**src/rtl/fifo_ctrl.sv**
```systemverilog
// Sequencing controller for the register-file FIFO built from the write/read
// ring-counter address chains. Issues one-cycle advance strobes, tracks occupancy
// and runs a flush (drain) sequence.
// Optional build macro: FIFO_ERR_FLAGS_EN adds sticky overflow/underflow flags
// cleared by err_clr.
module fifo_ctrl #(
  parameter int unsigned DEPTH = 15,
  parameter int unsigned CNT_W = 4
) (
  input  logic             clk,
  input  logic             rst_n,
  input  logic             wr_req,
  input  logic             rd_req,
  input  logic             flush,
`ifdef FIFO_ERR_FLAGS_EN
  input  logic             err_clr,
  output logic             overflow,
  output logic             underflow,
`endif
  output logic             wr_en,
  output logic             rd_en,
  output logic             rd_valid,
  output logic             full,
  output logic             empty,
  output logic             busy,
  output logic [CNT_W-1:0] count,
  output logic [CNT_W-1:0] wr_ptr,
  output logic [CNT_W-1:0] rd_ptr
);

  localparam logic [CNT_W-1:0] DepthC = CNT_W'(DEPTH);
  localparam logic [CNT_W-1:0] LastC  = CNT_W'(DEPTH - 1);
  localparam logic [CNT_W-1:0] OneC   = CNT_W'(1);

  typedef enum logic [0:0] {StRun, StDrain} state_e;

  state_e           state_q, state_d;
  logic [CNT_W-1:0] count_q, count_d;
  logic [CNT_W-1:0] wr_ptr_q, wr_ptr_d;
  logic [CNT_W-1:0] rd_ptr_q, rd_ptr_d;
  logic             rd_valid_q, rd_valid_d;

  // Status decodes from registered count/state only; no push/pop bypass.
  always_comb begin
    full  = (count_q == DepthC);
    empty = (count_q == '0);
    busy  = (state_q == StDrain);
  end

  // Strobe generation and next-state logic.
  always_comb begin
    state_d = state_q;
    wr_en   = 1'b0;
    rd_en   = 1'b0;
    unique case (state_q)
      StRun: begin
        wr_en = wr_req & ~full;
        rd_en = rd_req & ~empty;
        if (flush && !empty) begin
          state_d = StDrain;
        end
      end
      StDrain: begin
        // DRAIN is only entered with count > 0 and left when the last entry goes.
        rd_en = 1'b1;
        if (count_q == OneC) begin
          state_d = StRun;
        end
      end
      default: state_d = StRun;
    endcase
  end

  // Occupancy, pointer mirrors and read-valid pipeline.
  always_comb begin
    count_d = count_q;
    if (wr_en && !rd_en) begin
      count_d = count_q + OneC;
    end else if (rd_en && !wr_en) begin
      count_d = count_q - OneC;
    end
    wr_ptr_d = wr_ptr_q;
    if (wr_en) begin
      wr_ptr_d = (wr_ptr_q == LastC) ? '0 : wr_ptr_q + OneC;
    end
    rd_ptr_d = rd_ptr_q;
    if (rd_en) begin
      rd_ptr_d = (rd_ptr_q == LastC) ? '0 : rd_ptr_q + OneC;
    end
    // Drain reads discard data, so they never raise rd_valid.
    rd_valid_d = rd_en & (state_q == StRun);
  end

  // State registers; rst_n is shared with the address counters to keep them aligned.
  always_ff @(posedge clk or negedge rst_n) begin
    if (!rst_n) begin
      state_q    <= StRun;
      count_q    <= '0;
      wr_ptr_q   <= '0;
      rd_ptr_q   <= '0;
      rd_valid_q <= 1'b0;
    end else begin
      state_q    <= state_d;
      count_q    <= count_d;
      wr_ptr_q   <= wr_ptr_d;
      rd_ptr_q   <= rd_ptr_d;
      rd_valid_q <= rd_valid_d;
    end
  end

  assign count    = count_q;
  assign wr_ptr   = wr_ptr_q;
  assign rd_ptr   = rd_ptr_q;
  assign rd_valid = rd_valid_q;

`ifdef FIFO_ERR_FLAGS_EN
  logic overflow_q, overflow_d;
  logic underflow_q, underflow_d;

  // Sticky error flags; a set condition beats a same-cycle clear.
  always_comb begin
    overflow_d  = err_clr ? 1'b0 : overflow_q;
    underflow_d = err_clr ? 1'b0 : underflow_q;
    if (state_q == StRun && wr_req && full) begin
      overflow_d = 1'b1;
    end
    if (state_q == StRun && rd_req && empty) begin
      underflow_d = 1'b1;
    end
  end

  // Error flag registers.
  always_ff @(posedge clk or negedge rst_n) begin
    if (!rst_n) begin
      overflow_q  <= 1'b0;
      underflow_q <= 1'b0;
    end else begin
      overflow_q  <= overflow_d;
      underflow_q <= underflow_d;
    end
  end

  assign overflow  = overflow_q;
  assign underflow = underflow_q;
`endif

endmodule

```
**config.mk**
```make
export PLATFORM = sky130hd
export DESIGN_NAME = fifo_ctrl
export DESIGN_NICKNAME = d
export VERILOG_FILES = /design/src/rtl/fifo_ctrl.sv
export SDC_FILE = /design/constraint.sdc
export NUM_CORES = 1
export LEC_CHECK = 0
export CAP_MARGIN = 0
export CORE_MARGIN = 4
export CORE_UTILIZATION = 40
export CTS_BUF_LIST = sky130_fd_sc_hd__clkbuf_16
export DETAILED_ROUTE_END_ITERATION = 10
export GPL_TIMING_DRIVEN = 0
export PLACE_DENSITY = 0.81
export SYNTH_ARGS = -nofsm -noshare
export SYNTH_HDL_FRONTEND = slang
export SYNTH_SLANG_ARGS = --single-unit
```
**constraint.sdc**
```tcl
create_clock -name clk -period 2.5 [get_ports clk]
set_input_delay 0.25 -clock clk [delete_from_list [all_inputs] [get_ports clk]]
set_output_delay 0.25 -clock clk [all_outputs]
set_load 0.01 [all_outputs]
```
# After elaboration in Yosys (flattened, before gate mapping)
# Cells that the tools add are included.
dict set report op_classes {
  n_addsub 4
  mux 9
  n_reduce_logical 8
  eq_ne 4
  bitwise_logic 6
}
# operator count
set op_table {}
lappend op_table {{4-bit two-way mux} 4}
lappend op_table {{4-bit by 1-bit adder with 4-bit output (second input constant)} 3}
lappend op_table {{4-bit equality test (second input constant)} 3}
lappend op_table {{4-bit by 1-bit equality test with 1-bit output (second input constant)} 1}
lappend op_table {{4-bit zero test} 1}
lappend op_table {{1-bit case mux with 2 select lines} 2}
lappend op_table {{4-bit by 1-bit subtractor with 4-bit output (second input constant)} 1}
lappend op_table {{1-bit bitwise AND} 3}
lappend op_table {{1-bit logical AND} 3}
lappend op_table {{1-bit zero test} 3}
lappend op_table {{1-bit two-way mux} 3}
lappend op_table {{1-bit inverter} 3}
lappend op_table {{2-bit nonzero test} 1}
dict set report totals {
  out_inout_bits 18
  regBits 14
  wordCells 36
  in_bits 5
}

# Longest topological paths before layout
# Gate-level depths: netlist of run 1.
dict set report depth {
  ltp_word 8
  depth_mapped 8
  ltp_nobuf 8
}

# Worst setup path before layout of run 1
# No wires, ideal clock.
dict set report synth_timing {
  kind {register -> register}
  start {register count_q[0], in the netlist count[0]}
  end {register count_q[3], in the netlist count[3]}
  setup_ps 79
  arrival_ps 2138
  path_stages_with_launch 9
  path_slack_ps 283
  path_buffers 0
  required_ps 2421
  synth_period_minus_slack_ps 2217
  cell_sequence {dfrtp_1 > inv_1 > ha_1 > or3b_4 > a21oi_4 > ha_1 > or4_1 > a21oi_1 > xor2_1}
}
dict set report synth_between {
  elab_chain_cells 7
  elab_cells_between_ends 17
  classes_between {add/sub: 2; eq/ne: 1; mux: 4; bitwise: 4; reduce/logical: 6}
}
# item line_no
set synth_rtl {}
lappend synth_rtl {{from (decl)} 38} ;# logic [CNT_W-1:0] count_q, count_d;
lappend synth_rtl {{from (signal assigned)} 104} ;# count_q <= count_d;
lappend synth_rtl {{4-bit zero test / 4-bit equality test (equally long branches)} {46, 45}}
lappend synth_rtl {{1-bit inverter (on tied branches)} {58, 57}}
lappend synth_rtl {{1-bit bitwise AND (on tied branches)} {58, 57}}
lappend synth_rtl {{1-bit case mux with 2 select lines / 1-bit two-way mux (equally long branches)} 55} ;# unique case (state_q)
lappend synth_rtl {{1-bit zero test (on tied branches)} {77, 79}}
lappend synth_rtl {{1-bit logical AND (on tied branches)} {77, 79}}
lappend synth_rtl {{4-bit two-way mux / 2-bit nonzero test (equally long branches)} --}
# Several ways; a longest one is shown, not always the timed one. The select of a mux whose other input is x is not followed.
# A chain may end at the register's enable or synchronous reset.

# Worst setup path in the final report of run 1
dict set report layout_timing {
  start {register count_q[0], in the netlist count[0]}
  end {output port wr_en}
}
dict set report layout_between {
  elab_chain_cells 4
}
# item line_no
set layout_rtl {}
lappend layout_rtl {{4-bit equality test} 45} ;# full = (count_q == DepthC);
lappend layout_rtl {{1-bit inverter} 57} ;# wr_en = wr_req & ~full;
lappend layout_rtl {{1-bit bitwise AND} 57}
lappend layout_rtl {{1-bit two-way mux} 55}
lappend layout_rtl {{to (decl)} 20} ;# output logic wr_en,
# No other way between the ends.

==> results of run 1 <==
==> state kept, by name, summed over array words and instances, names as in the netlist <==
register	flops
busy	1
count	4
rd_ptr	4
rd_valid	1
wr_ptr	4
==> stage by stage <==
step / cell area, um2 / utilization, % / setup WS (ps)
after detailed placement: 998.5 / 57.20 / 171.9
after global placement: 998.5 / 57.20 / 214.2
after floorplan: 747.0 / - / 282.7
final: 1097 / 62.87 / 188.1
after CTS: 1077 / 61.72 / 32.37
after global routing: 1097 / 62.87 / 69.18
==> cells in the mapped netlist (2+ instances only) <==
| cell | instances | share of area, % |
|---|---|---|
| inv_1 | 5 | 2.5 |
| xor2_1 | 3 | 3.5 |
| nor2b_1 | 2 | 1.7 |
| o21ai_0 | 6 | 4.0 |
| a21oi_1 | 3 | 2.0 |
| ha_1 | 4 | 6.7 |
| dfrtp_1 | 14 | 47 |
| mux2i_1 | 3 | 4.0 |
| a31oi_1 | 2 | 1.7 |
| mux2_2 | 2 | 3.0 |
| nand2_1 | 5 | 2.5 |
| nor2_1 | 3 | 1.5 |
==> metal layers <==
layer	up-vias	wire (um)	track usage (%)	part of all wire [%]
met2	13	771	21.46	49
met1	293	744	17.55	47
met3	2	56	2.915	3.5
met4	0	13	6.550	0.82
li1	302	-	-	-
met5	-	0	0	0
==> worst reg2reg max path: cells and delay by family (launching register included) <==
| family | cells | cell delay (ps) |
|---|---|---|
| and+or+nand+nor | 2 | 790 |
| adders and majority gates | 2 | 500 |
| DFF | 1 | 430 |
| AOI/OAI and AO/OA | 2 | 270 |
| xor gates and xnor gates | 1 | 150 |
| buffers and inverters | 1 | 60 |
==> cell usage in the layout, fill, tap and decap left out <==
cell,instances
o41ai_1,1
ha_1,4
a31oi_1,2
clkinv_1,1
o21ai_0,6
a21oi_1,3
o31ai_1,1
inv_1,5
o2111a_1,1
mux2i_1,3
dlymetal6s2s_1,1
or3b_4,1
nor2_1,3
a21o_1,1
xor2_1,3
clkbuf_16,3
xnor2_1,1
o32a_1,1
nand2_1,5
dfrtp_1,12
clkdlybuf4s50_1,21
dfrtp_2,2
nand3_1,1
clkbuf_1,1
a21oi_4,1
mux2_2,2
nor3b_4,1
buf_4,2
nand4_1,1
and3_4,1
a311oi_1,1
or4_1,1
nor2b_1,2
nand2b_1,1
==> area by class of cell <==
type	count	area, um2	share of cell area, %
inverter	5	18.77	1.710
tap	25	31.28	2.851
clock inverter	1	3.754	0.3421
multi-input combinational	48	374.1	34.09
clock buffer	3	75.07	6.842
sequential	14	352.8	32.16
timing repair buffer	24	237.7	21.66
buffer	1	3.754	0.3421
==> path summary, 6_finish.rpt <==
path | start | end | cells after the start
min in group clk | count[3]$_DFFE_PN0P_ | count[3]$_DFFE_PN0P_ | 1
setup / recovery | count[0]$_DFFE_PN0P_ | wr_en | 4
hold reg to reg | count[3]$_DFFE_PN0P_ | count[3]$_DFFE_PN0P_ | 1
max in group asynchronous | rst_n | count[0]$_DFFE_PN0P_ | 1
hold / removal | rst_n | wr_ptr[3]$_DFFE_PN0P_ | 1
setup reg to reg | count[0]$_DFFE_PN0P_ | count[3]$_DFFE_PN0P_ | 8
==> report_power, final <==
group | internal (mW) | switching [mW]
clock | 0.211 | 0.0849
combinational | 0.361 | 0.253
sequential | 0.337 | 0.170
total | 0.909 | 0.507
==> kinds of logic after synthesis <==
kind of cell | synth area share, %
AO/OA/AOI/OAI | 17.09
XOR/XNOR | 4.691
adder cells (fa/ha/maj) | 6.700
buffers and inverters | 3.015
flip-flops | 46.90
multiplexers | 7.035
AND/OR/NAND/NOR | 14.57
==> repair_timing <==
action                     4_1_cts  5_1_grt
setup buffers                    0        2
gates resized for setup          0        3
setup endpoints to repair        0        2
==> out/qor.txt, run 1 <==
Crit. End Element: primary output
worst path required time: 2250 ps
Seq cells post-synth: 14
crit path DAT: 2060 ps
R2R setup slack: 230 ps
Power Total: 1.416 mW
num rows: 15
# fillers: 146
hold crit path type: input port to asynchronous set/reset pin
Worst Skew: 1.026 ps
RSZ-0062 raised after global routing: no
initial antenna violation count: 0
f_max: 432.5 MHz
pin count of the biggest net entering global routing: 15
commonest register cell after synthesis: dfrtp_1
post-route ant nets: 0
Die Y: 51.22 um
share of layout cells above drive strength 1: 13.54%
Iteration-0 DRC Markers: 2
clk buf depth: 2
Die Footprint: 2623 um2
DR vias/cell: 5.041
antenna cells: 0
max-slew violations: 0
die span in x: 51.22 um
Ports: 23
EDFF count, synth: 0
via count: 610
CTS tree: built
Post-Syn Instances: 68
final hold vios: 0
grt total ovfl: 0
H-tree depth: 1
Final period util: 92.48%
Period minus WS final: 2312 ps
CP Cell Sequence: ha_1, and3_4, nor3b_4, clkdlybuf4s50_1
Inserted Clock Buffers: 3
first-pass GRT wire length: 2677 um
Worst-Skew Late Latency: 240 ps
WS Path Type: flop to primary output
syn avg cell area: 10.98 um2
GRT Util Overall: 13.58%
first drt pass iteration count: 2
leakage power: 0.4763 nW
status: finished, final reports clean
wire per inst: 13.10 um
Routed Wire Length: 1585 um
IO buf count: 22
CTS clk-pin slew, worst paths: 40 ps
setup tns final: 0 ps
# Max-Cap Violations: 0
Initial Utilization: 42.80%
Net count, final: 106
Post-Syn Nets: 77
final setup fails: 0
YS warnings: 0
Core Region: 1745 um2
buffers plus inverters on the worst setup path: 1
synth-to-layout area growth: 46.90%
Non-Filler Instances: 121
Mapped Area: 747.0 um2
sequential area share after synthesis: 46.90%
Clock Root Buffer: clkbuf_16
Post-synth ARST share: 100.0%
startpoint types: flop
RePlAce Congestion: 0.7371
worst hold slack: 396.4 ps
relative slew slack: 59.47%
Critical Path Slowest Stage Cell: clkdlybuf4s50_1
Unique masters post-synth: 28
vias in the first global route: 571
post-placement cell count: 115
Largest delay share family, worst path: buffers and inverters
pwr/cell area: 1291 nW/um2
worst vdd ir: 664.3 uV
CP max stage delay: 610 ps
crit-path max FO: 8
worst slew pin tran: 606.1 ps
CTS sink count: 14
CTS Hold Bufs: 0
DP Wirelength: 1059 um
# DRC: 0
Power figures use the tool's default switching activity.
==> inputs of run 2 (changes only) <==
--- a/config.mk
+++ b/config.mk
@@ -5,12 +5,11 @@
 export SDC_FILE = /design/constraint.sdc
 export NUM_CORES = 1
 export LEC_CHECK = 0
-export CAP_MARGIN = 0
-export CORE_MARGIN = 4
+export CAP_MARGIN = 10
+export CORE_MARGIN = 8
 export CORE_UTILIZATION = 40
 export CTS_BUF_LIST = sky130_fd_sc_hd__clkbuf_16
 export DETAILED_ROUTE_END_ITERATION = 10
-export GPL_TIMING_DRIVEN = 0
 export PLACE_DENSITY = 0.81
 export SYNTH_ARGS = -nofsm -noshare
 export SYNTH_HDL_FRONTEND = slang
==> out/qor.txt, run 2 (synthesized netlist as in run 1, its figures left out) <==
status: finished, final reports clean
CP max stage delay: 540 ps
die span in x: 59.22 um
GRT Util Overall: 11.50%
Worst Skew: 0.8804 ps
Worst-Skew Late Latency: 240 ps
startpoint types: flop
post-route ant nets: 0
RSZ-0062 raised after global routing: no
final setup fails: 0
CP Cell Sequence: inv_1, ha_2, or3b_4, a21oi_4, ha_1, or4_1, a21oi_1, xor2_1
Initial Utilization: 42.80%
Post-DP Area: 994.7 um2
first drt pass iteration count: 4
clk buf depth: 2
crit path DAT: 2520 ps
post-layout util: 63.23%
worst hold slack: 406.1 ps
WS Path Type: flop to flop
antenna cells: 0
Clock Root Buffer: clkbuf_16
DP Wirelength: 1335 um
RePlAce Congestion: 0.8090
CTS Hold Bufs: 0
worst path required time: 2660 ps
first-pass GRT wire length: 3056 um
relative slew slack: 57.02%
buffers plus inverters on the worst setup path: 1
most frequent cells in the layout: 21 x clkdlybuf4s50_1, 12 x dfrtp_1, 6 x o21ai_0
synth-to-layout area growth: 47.74%
Non-Filler Instances: 121
post-placement cell count: 114
H-tree depth: 1
IO buf count: 22
footprint of the multi-input gates: 376.6 um2
pin count of the biggest net entering global routing: 15
Final Cell Area: 1104 um2
final worst setup slack: 139.3 ps
vias in the first global route: 666
Crit. End Element: flop
Critical Path Slowest Stage Cell: or4_1
Die Y: 59.22 um
# fillers: 132
Largest delay share family, worst path: simple AND/OR/NAND/NOR gates
# DRC: 0
Final period util: 94.43%
setup tns final: 0 ps
pwr/cell area: 1325 nW/um2
Period minus WS final: 2361 ps
Inserted Clock Buffers: 3
Core Region: 1745 um2
Net count, final: 106
Routed Wire Length: 1919 um
num rows: 15
f_max: 423.6 MHz
Power Total: 1.463 mW
max-slew violations: 0
Setup WS pre-CTS: 185.0 ps
hold crit path type: input port to asynchronous set/reset pin
grt total ovfl: 0
# Max-Cap Violations: 0
Die Footprint: 3506 um2
wire per inst: 15.86 um
leakage power: 0.4789 nW
most common cell after layout, fill and taps aside: clkdlybuf4s50_1
crit-path max FO: 7
share of layout cells above drive strength 1: 15.63%
register area: 352.8 um2
DR vias/cell: 5.397
CTS clk-pin slew, worst paths: 50 ps
CTS tree: built
worst vdd ir: 711.8 uV
via count: 653
worst slew pin tran: 642.6 ps
Ports: 23
final hold vios: 0
Iteration-0 DRC Markers: 15
initial antenna violation count: 0
CTS sink count: 14
-- run 2: cell types whose count changed in the layout (fill, tap and decap cells not counted), sizes merged --
cell    change
clkbuf      -1
buf         +1
-- run 2: cell type report --
class	instances	area share [%]
flip-flops and latches	14	31.97
repair buffers	25	22.22
multi-input cells	48	34.13
inverters	5	1.701
clock buffers	3	6.803
clock inverters	1	0.3401
well taps	25	2.834
-- run 2: per-layer routing --
| layer | up-vias | part of all wire (%) | track usage [%] |
|---|---|---|---|
| met4 | 0 | 1.9 | 6.485 |
| met3 | 5 | 5.8 | 3.471 |
| met1 | 324 | 39 | 11.13 |
| met2 | 20 | 53 | 20.96 |
| li1 | 304 | - | - |
| met5 | - | 0 | 0 |
-- run 2: worst paths after layout --
| kind | start | to | slack [ps] | cells after the start |
|---|---|---|---|---|
| max | count[0]$_DFFE_PN0P_ | count[3]$_DFFE_PN0P_ | 140 | 8 |
| min | rst_n | wr_ptr[3]$_DFFE_PN0P_ | 410 | 1 |
| max reg2reg | count[0]$_DFFE_PN0P_ | count[3]$_DFFE_PN0P_ | 140 | 8 |
| min reg2reg | count[0]$_DFFE_PN0P_ | count[0]$_DFFE_PN0P_ | 550 | 1 |
| max in group asynchronous | rst_n | count[0]$_DFFE_PN0P_ | 1640 | 1 |
| min in group clk | count[0]$_DFFE_PN0P_ | count[0]$_DFFE_PN0P_ | 550 | 1 |
-- run 2: power by group --
part | internal, mW | switching (mW)
Sequential | 0.337 | 0.181
Combinational | 0.367 | 0.271
Clock | 0.212 | 0.0957
Total | 0.915 | 0.547
-- run 2: what timing repair did --
action | CTS | global route
hold endpoints to repair | 0 | 0
setup buffers | 0 | 3
pin swaps | 1 | 1
resized for setup | 0 | 4
setup endpoints to repair | 1 | 2
==> inputs of run 3 (changes only) <==
--- a/config.mk
+++ b/config.mk
@@ -5,7 +5,7 @@
 export SDC_FILE = /design/constraint.sdc
 export NUM_CORES = 1
 export LEC_CHECK = 0
-export CAP_MARGIN = 10
+export CAP_MARGIN = 0
 export CORE_MARGIN = 8
 export CORE_UTILIZATION = 40
 export CTS_BUF_LIST = sky130_fd_sc_hd__clkbuf_16
==> constraint.sdc (replaced) <==
create_clock -name clk -period 3 [get_ports clk]
set_input_delay 0.3 -clock clk [delete_from_list [all_inputs] [get_ports clk]]
set_output_delay 0.3 -clock clk [all_outputs]
set_load 0.01 [all_outputs]
==> out/qor.txt, run 3 (synthesized netlist as in run 1, its figures left out) <==
antenna cells: 0
Power Total: 1.204 mW
internal power: 0.7505 mW
Period minus WS final: 2552 ps
Die Footprint: 3506 um2
hold crit path type: input port to asynchronous set/reset pin
most common cell after layout, fill and taps aside: clkdlybuf4s50_1
Iteration-0 DRC Markers: 16
setup tns final: 0 ps
Worst-Skew Late Latency: 240 ps
post-CTS sizing: 0
Switching Share: 37.68%
relative slew slack: 57.43%
most frequent cells in the layout: 22 x clkdlybuf4s50_1, 14 x dfrtp_1, 6 x o21ai_0
crit path DAT: 2250 ps
startpoint types: flop
initial antenna violation count: 0
Worst Skew: 2.303 ps
Ports: 23
crit-path max FO: 10
Initial Utilization: 42.80%
combinational fraction of design power: 43.2%
clk buf depth: 2
vias in the first global route: 666
CTS tree: built
worst vdd ir: 575.6 uV
final setup fails: 0
register area: 350.3 um2
CTS clk-pin slew, worst paths: 50 ps
Die Y: 59.22 um
post-placement cell count: 114
H-tree depth: 1
max-slew violations: 0
CTS Hold Bufs: 0
grt total ovfl: 0
wire per inst: 15.89 um
WS Path Type: flop to primary output
final hold vios: 0
worst slew pin tran: 636.6 ps
DR vias/cell: 5.339
RePlAce Congestion: 0.8089
Setup WS pre-CTS: 685.0 ps
first-pass GRT wire length: 3056 um
post-route ant nets: 0
Post-CTS Setup Bufs: 0
# fillers: 139
Inserted Clock Buffers: 3
RSZ-0062 raised after global routing: no
share of layout cells above drive strength 1: 9.677%
pwr/cell area: 1122 nW/um2
worst hold slack: 453.2 ps
f_max: 391.9 MHz
via count: 630
synth-to-layout area growth: 43.72%
Crit. End Element: primary output
switching power: 0.4538 mW
Core Region: 1745 um2
status: finished, final reports clean
# DRC: 0
Routed Wire Length: 1875 um
# Max-Cap Violations: 0
GRT Util Overall: 11.50%
Clock Root Buffer: clkbuf_16
worst path required time: 2700 ps
CTS sink count: 14
final worst setup slack: 448.0 ps
Non-Filler Instances: 118
Net count, final: 103
first drt pass iteration count: 5
Final period util: 85.07%
pin count of the biggest net entering global routing: 15
die span in x: 59.22 um
clock share of power: 21.3%
IO buf count: 22
footprint of the multi-input gates: 374.1 um2
leakage power: 0.4655 nW
DP Wirelength: 1335 um
Flop pwr share: 35.5%
num rows: 15
run 3: cell types whose count changed in the layout (fill, tap and decap cells not counted):
cell and delta:
buf_4 -3, dfrtp_1 +2, dfrtp_2 -2, clkdlybuf4s50_1 +1, dlymetal6s2s_1 -1, ha_1 +1, ha_2 -1
run 3: cell type report:
class                   count  area share (%)
clock inverters             1          0.3497
multi-input cells          48           34.85
flip-flops and latches     14           32.63
clock buffers               3           6.993
well taps                  25           2.914
inverters                   5           1.748
repair buffers             22           20.51
run 3: final timing paths:
kind,from,to,slack [ps],cells past startpoint
max reg2reg,count[0]$_DFFE_PN0P_,count[3]$_DFFE_PN0P_,520,8
min in group clk,rd_ptr[3]$_DFFE_PN0P_,rd_ptr[3]$_DFFE_PN0P_,560,1
min,rst_n,wr_ptr[3]$_DFFE_PN0P_,450,1
max in group asynchronous,rst_n,busy$_DFF_PN0_,2140,1
min reg2reg,rd_ptr[3]$_DFFE_PN0P_,rd_ptr[3]$_DFFE_PN0P_,560,1
max,count[1]$_DFFE_PN0P_,rd_en,450,6
run 3: worst max-delay path, cell delays in order (launching register included):
cell and delay (ps):
dfrtp_1 440, inv_1 120, ha_1 210, or3b_4 420
a21oi_4 270, inv_1 60, clkdlybuf4s50_1 480
run 3: stage by stage:
step,util [%],instance area [um2]
floorplan,-,747.0
global placement,56.99,994.7
detailed placement,56.99,994.7
CTS,61.51,1074
global route,61.51,1074
finish,61.51,1074
run 3: power by group through the flow:
stage	sequential (mW)	combinational [mW]	clock [mW]
floorplan	0.430	0.234	0
global placement	0.415	0.502	0
detailed placement	0.425	0.518	0
CTS	0.425	0.528	0.257
global route	0.447	0.564	0.265
finish	0.428	0.521	0.256
run 3: per-layer routing:
metal / GRT usage [%] / vias to the layer above / part of all wire [%]
met4: 6.485 / 0 / 0.80
met2: 20.96 / 21 / 53
met3: 3.471 / 4 / 6.0
li1: - / 295 / -
met5: 0 / - / 0
met1: 11.13 / 310 / 40
